--- src/rtl/muldiv_sequencer.sv ---
// Iterative HI/LO unit: MULT/MULTU/DIV/DIVU over 32 cycles plus MTHI/MTLO.
// Owns the architectural HI/LO registers; busy stalls the decoder.
module muldiv_sequencer #(
    parameter int               WIDTH   = 32,
    parameter logic [WIDTH-1:0] DIV0_LO = '1
) (
    input  logic             clk,
    input  logic             reset,
    input  logic             start,
    input  logic [2:0]       op,
    input  logic [WIDTH-1:0] a,
    input  logic [WIDTH-1:0] b,
    input  logic             abort,
    output logic             busy,
    output logic             done,
    output logic [WIDTH-1:0] hi,
    output logic [WIDTH-1:0] lo
);

    localparam int CW = $clog2(WIDTH);

    typedef enum logic [1:0] {
        IDLE,
        RUN,
        FIX
    } state_t;

    state_t             state;
    logic [CW-1:0]      cnt;
    logic [2*WIDTH-1:0] acc;
    logic [WIDTH-1:0]   rem;
    logic [WIDTH-1:0]   ma;
    logic [WIDTH-1:0]   mb;
    logic [WIDTH-1:0]   araw;
    logic               isdiv;
    logic               negq;
    logic               negr;
    logic               div0;

    logic               arith;
    logic               mthi;
    logic               mtlo;
    logic               sgn;
    logic [WIDTH-1:0]   abs_a;
    logic [WIDTH-1:0]   abs_b;

    assign arith = ~op[2];
    assign mthi  = (op == 3'b100);
    assign mtlo  = (op == 3'b101);
    assign sgn   = ~op[0];
    assign abs_a = (sgn && a[WIDTH-1]) ? (~a + 1'b1) : a;
    assign abs_b = (sgn && b[WIDTH-1]) ? (~b + 1'b1) : b;

    // Shift-add step: multiplier sits in the low half and drains out the bottom.
    logic [WIDTH:0]     msum;
    logic [2*WIDTH-1:0] mul_nx;

    assign msum   = {1'b0, acc[2*WIDTH-1:WIDTH]}
                  + (acc[0] ? {1'b0, ma} : {(WIDTH+1){1'b0}});
    assign mul_nx = {msum, acc[WIDTH-1:1]};

    // Restoring step: rem < divisor keeps the trial difference within WIDTH+1 bits.
    logic [WIDTH:0]   rsh;
    logic [WIDTH:0]   diff;
    logic             ge;
    logic [WIDTH-1:0] rem_nx;
    logic [WIDTH-1:0] quo_nx;

    assign rsh    = {rem, acc[WIDTH-1]};
    assign diff   = rsh - {1'b0, mb};
    assign ge     = ~diff[WIDTH];
    assign rem_nx = ge ? diff[WIDTH-1:0] : rsh[WIDTH-1:0];
    assign quo_nx = {acc[WIDTH-2:0], ge};

    logic [2*WIDTH-1:0] prod;
    logic [WIDTH-1:0]   quo;
    logic [WIDTH-1:0]   rmd;

    assign prod = negq ? (~acc + 1'b1) : acc;
    assign quo  = negq ? (~acc[WIDTH-1:0] + 1'b1) : acc[WIDTH-1:0];
    assign rmd  = negr ? (~rem + 1'b1) : rem;

    always_ff @(posedge clk or posedge reset) begin
        if (reset) begin
            state <= IDLE;
            cnt   <= '0;
            acc   <= '0;
            rem   <= '0;
            ma    <= '0;
            mb    <= '0;
            araw  <= '0;
            isdiv <= 1'b0;
            negq  <= 1'b0;
            negr  <= 1'b0;
            div0  <= 1'b0;
            busy  <= 1'b0;
            done  <= 1'b0;
            hi    <= '0;
            lo    <= '0;
        end else begin
            done <= 1'b0;
            if (abort) begin
                state <= IDLE;
                busy  <= 1'b0;
            end else begin
                case (state)
                    IDLE: begin
                        if (start) begin
                            unique case (1'b1)
                                arith: begin
                                    ma    <= abs_a;
                                    mb    <= abs_b;
                                    araw  <= a;
                                    isdiv <= op[1];
                                    negq  <= sgn & (a[WIDTH-1] ^ b[WIDTH-1]);
                                    negr  <= sgn & a[WIDTH-1];
                                    div0  <= (b == '0);
                                    acc   <= {{WIDTH{1'b0}},
                                              op[1] ? abs_a : abs_b};
                                    rem   <= '0;
                                    cnt   <= '0;
                                    busy  <= 1'b1;
                                    state <= RUN;
                                end
                                mthi: hi <= a;
                                mtlo: lo <= a;
                                default: ;
                            endcase
                        end
                    end
                    RUN: begin
                        cnt <= cnt + 1'b1;
                        if (isdiv) begin
                            rem <= rem_nx;
                            acc <= {acc[2*WIDTH-1:WIDTH], quo_nx};
                        end else begin
                            acc <= mul_nx;
                        end
                        if (cnt == CW'(WIDTH - 1))
                            state <= FIX;
                    end
                    FIX: begin
                        if (!isdiv) begin
                            hi <= prod[2*WIDTH-1:WIDTH];
                            lo <= prod[WIDTH-1:0];
                        end else if (div0) begin
                            hi <= araw;
                            lo <= DIV0_LO;
                        end else begin
                            hi <= rmd;
                            lo <= quo;
                        end
                        busy  <= 1'b0;
                        done  <= 1'b1;
                        state <= IDLE;
                    end
                    default: begin
                        busy  <= 1'b0;
                        state <= IDLE;
                    end
                endcase
            end
        end
    end

endmodule

--- config.mk ---
export PLATFORM = sky130hd
export DESIGN_NAME = muldiv_sequencer
export DESIGN_NICKNAME = d
export VERILOG_FILES = /design/src/rtl/muldiv_sequencer.sv
export SDC_FILE = /design/constraint.sdc
export NUM_CORES = 1
export LEC_CHECK = 0
export ABC_AREA = 1
export BUFFER_PORTS_ARGS = -buffer_cell sky130_fd_sc_hd__buf_2
export CELL_PAD_IN_SITES_DETAIL_PLACEMENT = 0
export CELL_PAD_IN_SITES_GLOBAL_PLACEMENT = 1
export CORE_MARGIN = 1
export CORE_UTILIZATION = 30
export CTS_CLUSTER_SIZE = 16
export DETAILED_ROUTE_END_ITERATION = 12
export HOLD_SLACK_MARGIN = 0.06
export PLACE_DENSITY = 0.61
export SYNTH_ARGS = -nofsm -noshare
export SYNTH_HDL_FRONTEND = slang
export SYNTH_SLANG_ARGS = --single-unit
--- constraint.sdc ---
create_clock -name clk -period 10.02 [get_ports clk]
set_input_delay 1.503 -clock clk [delete_from_list [all_inputs] [get_ports clk]]
set_output_delay 1.503 -clock clk [all_outputs]
set_load 0.02 [all_outputs]
* Yosys cells after proc, flatten, opt, wreduce, memory -nomap -nowiden
Cells that the tools add are included.
Storage, ports and cells: flip-flop bits (word level) 269, latch bits 0, bits in writable memories 0, ROM bits 0, bits of input ports 71, output and inout bits 66, word-level logic and storage cells 105, memories 0
Cells by class: add/subtract/negate cells 8, $mul 0, divide/modulo/power cells 0, order comparisons 0, equal/unequal tests 15, shifts and indexed selects 0, mux-type cells 40, bitwise operators 12, reductions and logical operators 14
Operators with widths (count):
- $mux 32 | 18
- $mux 64 | 4
- $pmux 32 s2 | 3
- $add 32x1->32 const B | 4
- $not 32->32 | 4
- $pmux 64 s2 | 1
- $add 64x1->64 const B | 1
- $not 64->64 | 1
- $add 32x32->33 | 1
- $sub 33x32->33 | 1
- $logic_not 32->1 | 1
- $reduce_and 4->1 | 4
- $ne 2x2->1 const B | 7
- $mux 5 | 2
- $pmux 5 s2 | 1
- $reduce_and 5->1 | 2
- $ne 3x3->1 const B | 3
- $mux 2 | 4
- $eq 3x3->1 const B | 2
- $reduce_and 3->1 | 2
- $add 5x1->5 const B | 1
- $eq 5x5->1 const B | 1
- $mux 1 | 5
- $not 1->1 | 4
- other kinds (9) | 12

* Logic depth before layout (Yosys ltp)
depth in word-level cells 7, depth in mapped cells 20, depth with buffers taken out 19

* Least setup slack after synthesis
OpenSTA, ideal clock, no wires.
kind input to register, start in a[1], end reg acc[18], library setup time 0.117 ns, arrival time 2.812 ns, required time 9.903 ns, path slack 7.092 ns, stages on the path 13, buffers on the path 0, cell sequence inv_1 ha_1 nand3_1 nor2_1 nand2_1 nor2_1 nand2_1 nand3_1 nand3_1 o211ai_1 nand2_1 nand2_1 nand2_1
On the way: cells in the longest elaborated chain, start to end 7
RTL lines:
- start: declaration | RTL line 11 | input logic [WIDTH-1:0] a,
- $not 32->32 | RTL line 51 | assign abs_a = (sgn && a[WIDTH-1]) ? (~a + 1'b1) : a;
- $add 32x1->32 | RTL line 51
- $mux 32 | RTL line 51
- $mux 32 | RTL line 119 | op[1] ? abs_a : abs_b};
- $mux 64 | RTL line 109 | unique case (1'b1)
- $mux 64 | RTL line 108 | if (start) begin
- $pmux 64 s2 | RTL line 106 | case (state)
- end signal: assignment | RTL line 118 | acc <= {{WIDTH{1'b0}},
- end signal: assignment | RTL line 135 | acc <= {acc[2*WIDTH-1:WIDTH], quo_nx};
- end signal: assignment | RTL line 137 | acc <= mul_nx;
- end: declaration | RTL line 30 | logic [2*WIDTH-1:0] acc;
No other way between the ends. The select of a mux whose other input is x is not followed. A chain may end at the register's enable or synchronous reset.

* Worst setup path in the final report
start in op[1], end reg hi[16]
On the way: cells in the longest elaborated chain, start to end 3
RTL lines:
- start: declaration | RTL line 10 | input logic [2:0] op,
- $eq 3x3->1 | RTL line 48 | assign mthi = (op == 3'b100);
- $ne 2x2->1 (no source line)
- $reduce_and 4->1 (no source line)
- end signal: assignment | RTL line 144 | hi <= prod[2*WIDTH-1:WIDTH];
- end signal: assignment | RTL line 147 | hi <= araw;
- end signal: assignment | RTL line 150 | hi <= rmd;
- end: declaration | RTL line 16 | output logic [WIDTH-1:0] hi,
No other way between the ends.

==> reports/metrics.cfg <==
[drt]
dr_wl_met3_um=5359
detail-route-antenna-nets=0
met1Wirelength_um=45070
viasPerCell=5.159
drc=0
maxUsedRoutingLayer=met5
detail_route.wl_per_cell_um=22.18
wirelength_um=97950
wl_met2_um=44280
dr.pass1.iters=5
vias=22788
first_iter_violations=2091

[setup_path]
required_ns=10.46
worstPathArrival_ns=3.98
path_max_fanout=39
cp-end-kind=register
cp-start-kind=primary input
critPathKind=primary input to register

[logic_synthesis]
yosysWarnings=0
synth_top_cell_by_area=dfrtp_1
yosysUniqueCellTypes=51
syn_area_um2=21340
async_flop_share=1.000
postSynthAreaPerCell_um2=6.322
synth-seq-area-share=0.3142
yosys.area.top_type_share=0.3142
synth_edf_count=0
synthCells=3376
syn_nets=3519
ys.flop_type=dfrtp_1
yosys-top-cells-count=970 x nand2_1, 447 x nor2_1, 370 x inv_1
synth.most_common_cell=nand2_1
synth-seq-cells=268
synth_area_leaders=dfrtp_1 31%, nand2_1 17%, nor2_1 7.9%

[timing]
hold_ws_ns=0.4773
setup_ws_ns=6.481
max_freq_mhz=282.5
setup_viol=0
post-route-period-util=0.3532
finalCriticalPeriod_ns=3.539
fin_skew_ns=0.03279
fin_tns_setup_ns=0
finalHoldViolCount=0
worst_pin_slew_ns=1.182
rsz0062_at_grt=false
finalMaxSlewViolations=0
slew_headroom=0.2112

[outcome]
status=complete, no violations

[hold_path]
worstHoldPathType=register to register

[clock_network]
cts_tree=done
htreeDepth=2
cts_buffers=37
worstSkewPairLatency_ns=0.58
clockBufferDepth=3
cts-hold-fix-buffers=0
ctsResizeCount=0
numClockSinks=268
path_clk_slew_ns=0.05
cts_root_buffer=clkbuf_16
post_cts_buffers=0

[global_route]
grt_max_degree=143
grt_first_pass_wirelength_um=143300
global_route.overflow_total=0
grt_pass1_vias=21723
grt_util_all_layers=0.2697
antenna_found_initial=3

[pwr]
leakage_uw=0.01225
vdd_drop_max_uv=95.79
p_per_area_nw_per_um2=260.7

[floorplanning]
die-area_um2=72210
die_h_um=268.7
top_level_ports=137
initial_utilization=0.3037
std_cell_rows=97
core_area_um2=70270
die_w_um=268.7

[place]
hpwl_um=78530
pre_cts_ws_ns=5.989
numPortBuffers=136
gp_congestion=0.9713

[job]
cap_violations=0

[cells_and_area]
fin_util=0.3427
nets=3596
fillers=7908
drive_above_1_share=0.08170
area_delta_synth_final_pct=12.84

[cell usage in the layout, fill, tap and decap left out, types with 34 or more instances in the layout]
cell type | netlist | routed
a21oi_1 | 208 | 208
ha_1 | 70 | 70
clkbuf_16 | 0 | 37
nor2_1 | 447 | 442
buf_2 | 40 | 136
nand2_1 | 970 | 970
nor3_1 | 34 | 34
xor2_1 | 58 | 58
o21ai_0 | 256 | 256
nand3_1 | 291 | 291
dfrtp_1 | 268 | 267
inv_1 | 370 | 368
[area by class of cell]
class | instances | area, um2 | area share
Inverter | 377 | 1423 | 0.05907
Timing Repair Buffer | 161 | 880.8 | 0.03657
Sequential cell | 268 | 6708 | 0.2785
Clock inverter | 10 | 126.4 | 0.005247
Multi-Input combinational cell | 2608 | 12700 | 0.5271
Antenna cell | 1 | 2.502 | 0.0001039
Clock buffer | 52 | 1072 | 0.04452
Tap cell | 940 | 1176 | 0.04883
[cells by family (layout without fill, tap and decap cells)]
group	Yosys count	after routing	synth area share
buffers and inverters	500	600	0.09192
xor gates and xnor gates	66	66	0.02708
AOI/OAI and AO/OA	623	623	0.1641
adders and majority gates	72	72	0.04291
other	0	1	0
DFF	268	268	0.3142
and+or+nand+nor	1847	1847	0.3598
[state kept, by name, indices dropped and copies added (netlist names)]
register / cells
acc: 64
hi: 32
lo: 32
ma: 32
mb: 32
rem: 32
araw: 31
cnt: 5
state: 2
busy: 1
div0: 1
done: 1
isdiv: 1
negq: 1
negr: 1
[layer usage]
layer	track usage	vias up
met1	0.3782	10815
met2	0.4322	715
met4	0.08753	4
met5	0	-
met3	0.02758	124
li1	-	11130
[critical path: stages]
cell	delay, ns
buf_2	0.68
inv_1	0.15
nand3_1	0.13
nand2_1	0.05
nand2_1	0.10
buf_4	0.36
inv_1	0.61
nor2_1	0.29
a21oi_1	0.06
[worst paths after layout]
kind	from	end	slack (ns)	cells past startpoint
hold / removal	cnt[3]$_DFFE_PP0P_	cnt[3]$_DFFE_PP0P_	0.48	1
setup / recovery	op[1]	hi[16]$_DFFE_PP0P_	6.48	9
max in group asynchronous	reset	negq$_DFFE_PP0P_	7.65	3
setup reg to reg	acc[31]$_DFFE_PP0P_	rem[14]$_DFFE_PP0P_	6.52	17
hold reg to reg	cnt[3]$_DFFE_PP0P_	cnt[3]$_DFFE_PP0P_	0.48	1
min in group asynchronous	reset	acc[53]$_DFFE_PP0P_	1.00	2
[power by group]
group	internal, uW	switching (uW)
registers	1480	399
logic	927	2130
clock network	796	554
[stage by stage]
step | cells | cell area, um2 | power (uW)
after floorplan | 3376 | 21340 | 3791
after global placement | 4354 | 22880 | 4919
after detailed placement | 4354 | 22880 | 4911
after CTS | 4416 | 24080 | 6291
after global routing | 4416 | 24080 | 6742
final | 4417 | 24080 | 6278
No activity file was read; power rests on OpenSTA's default activity.
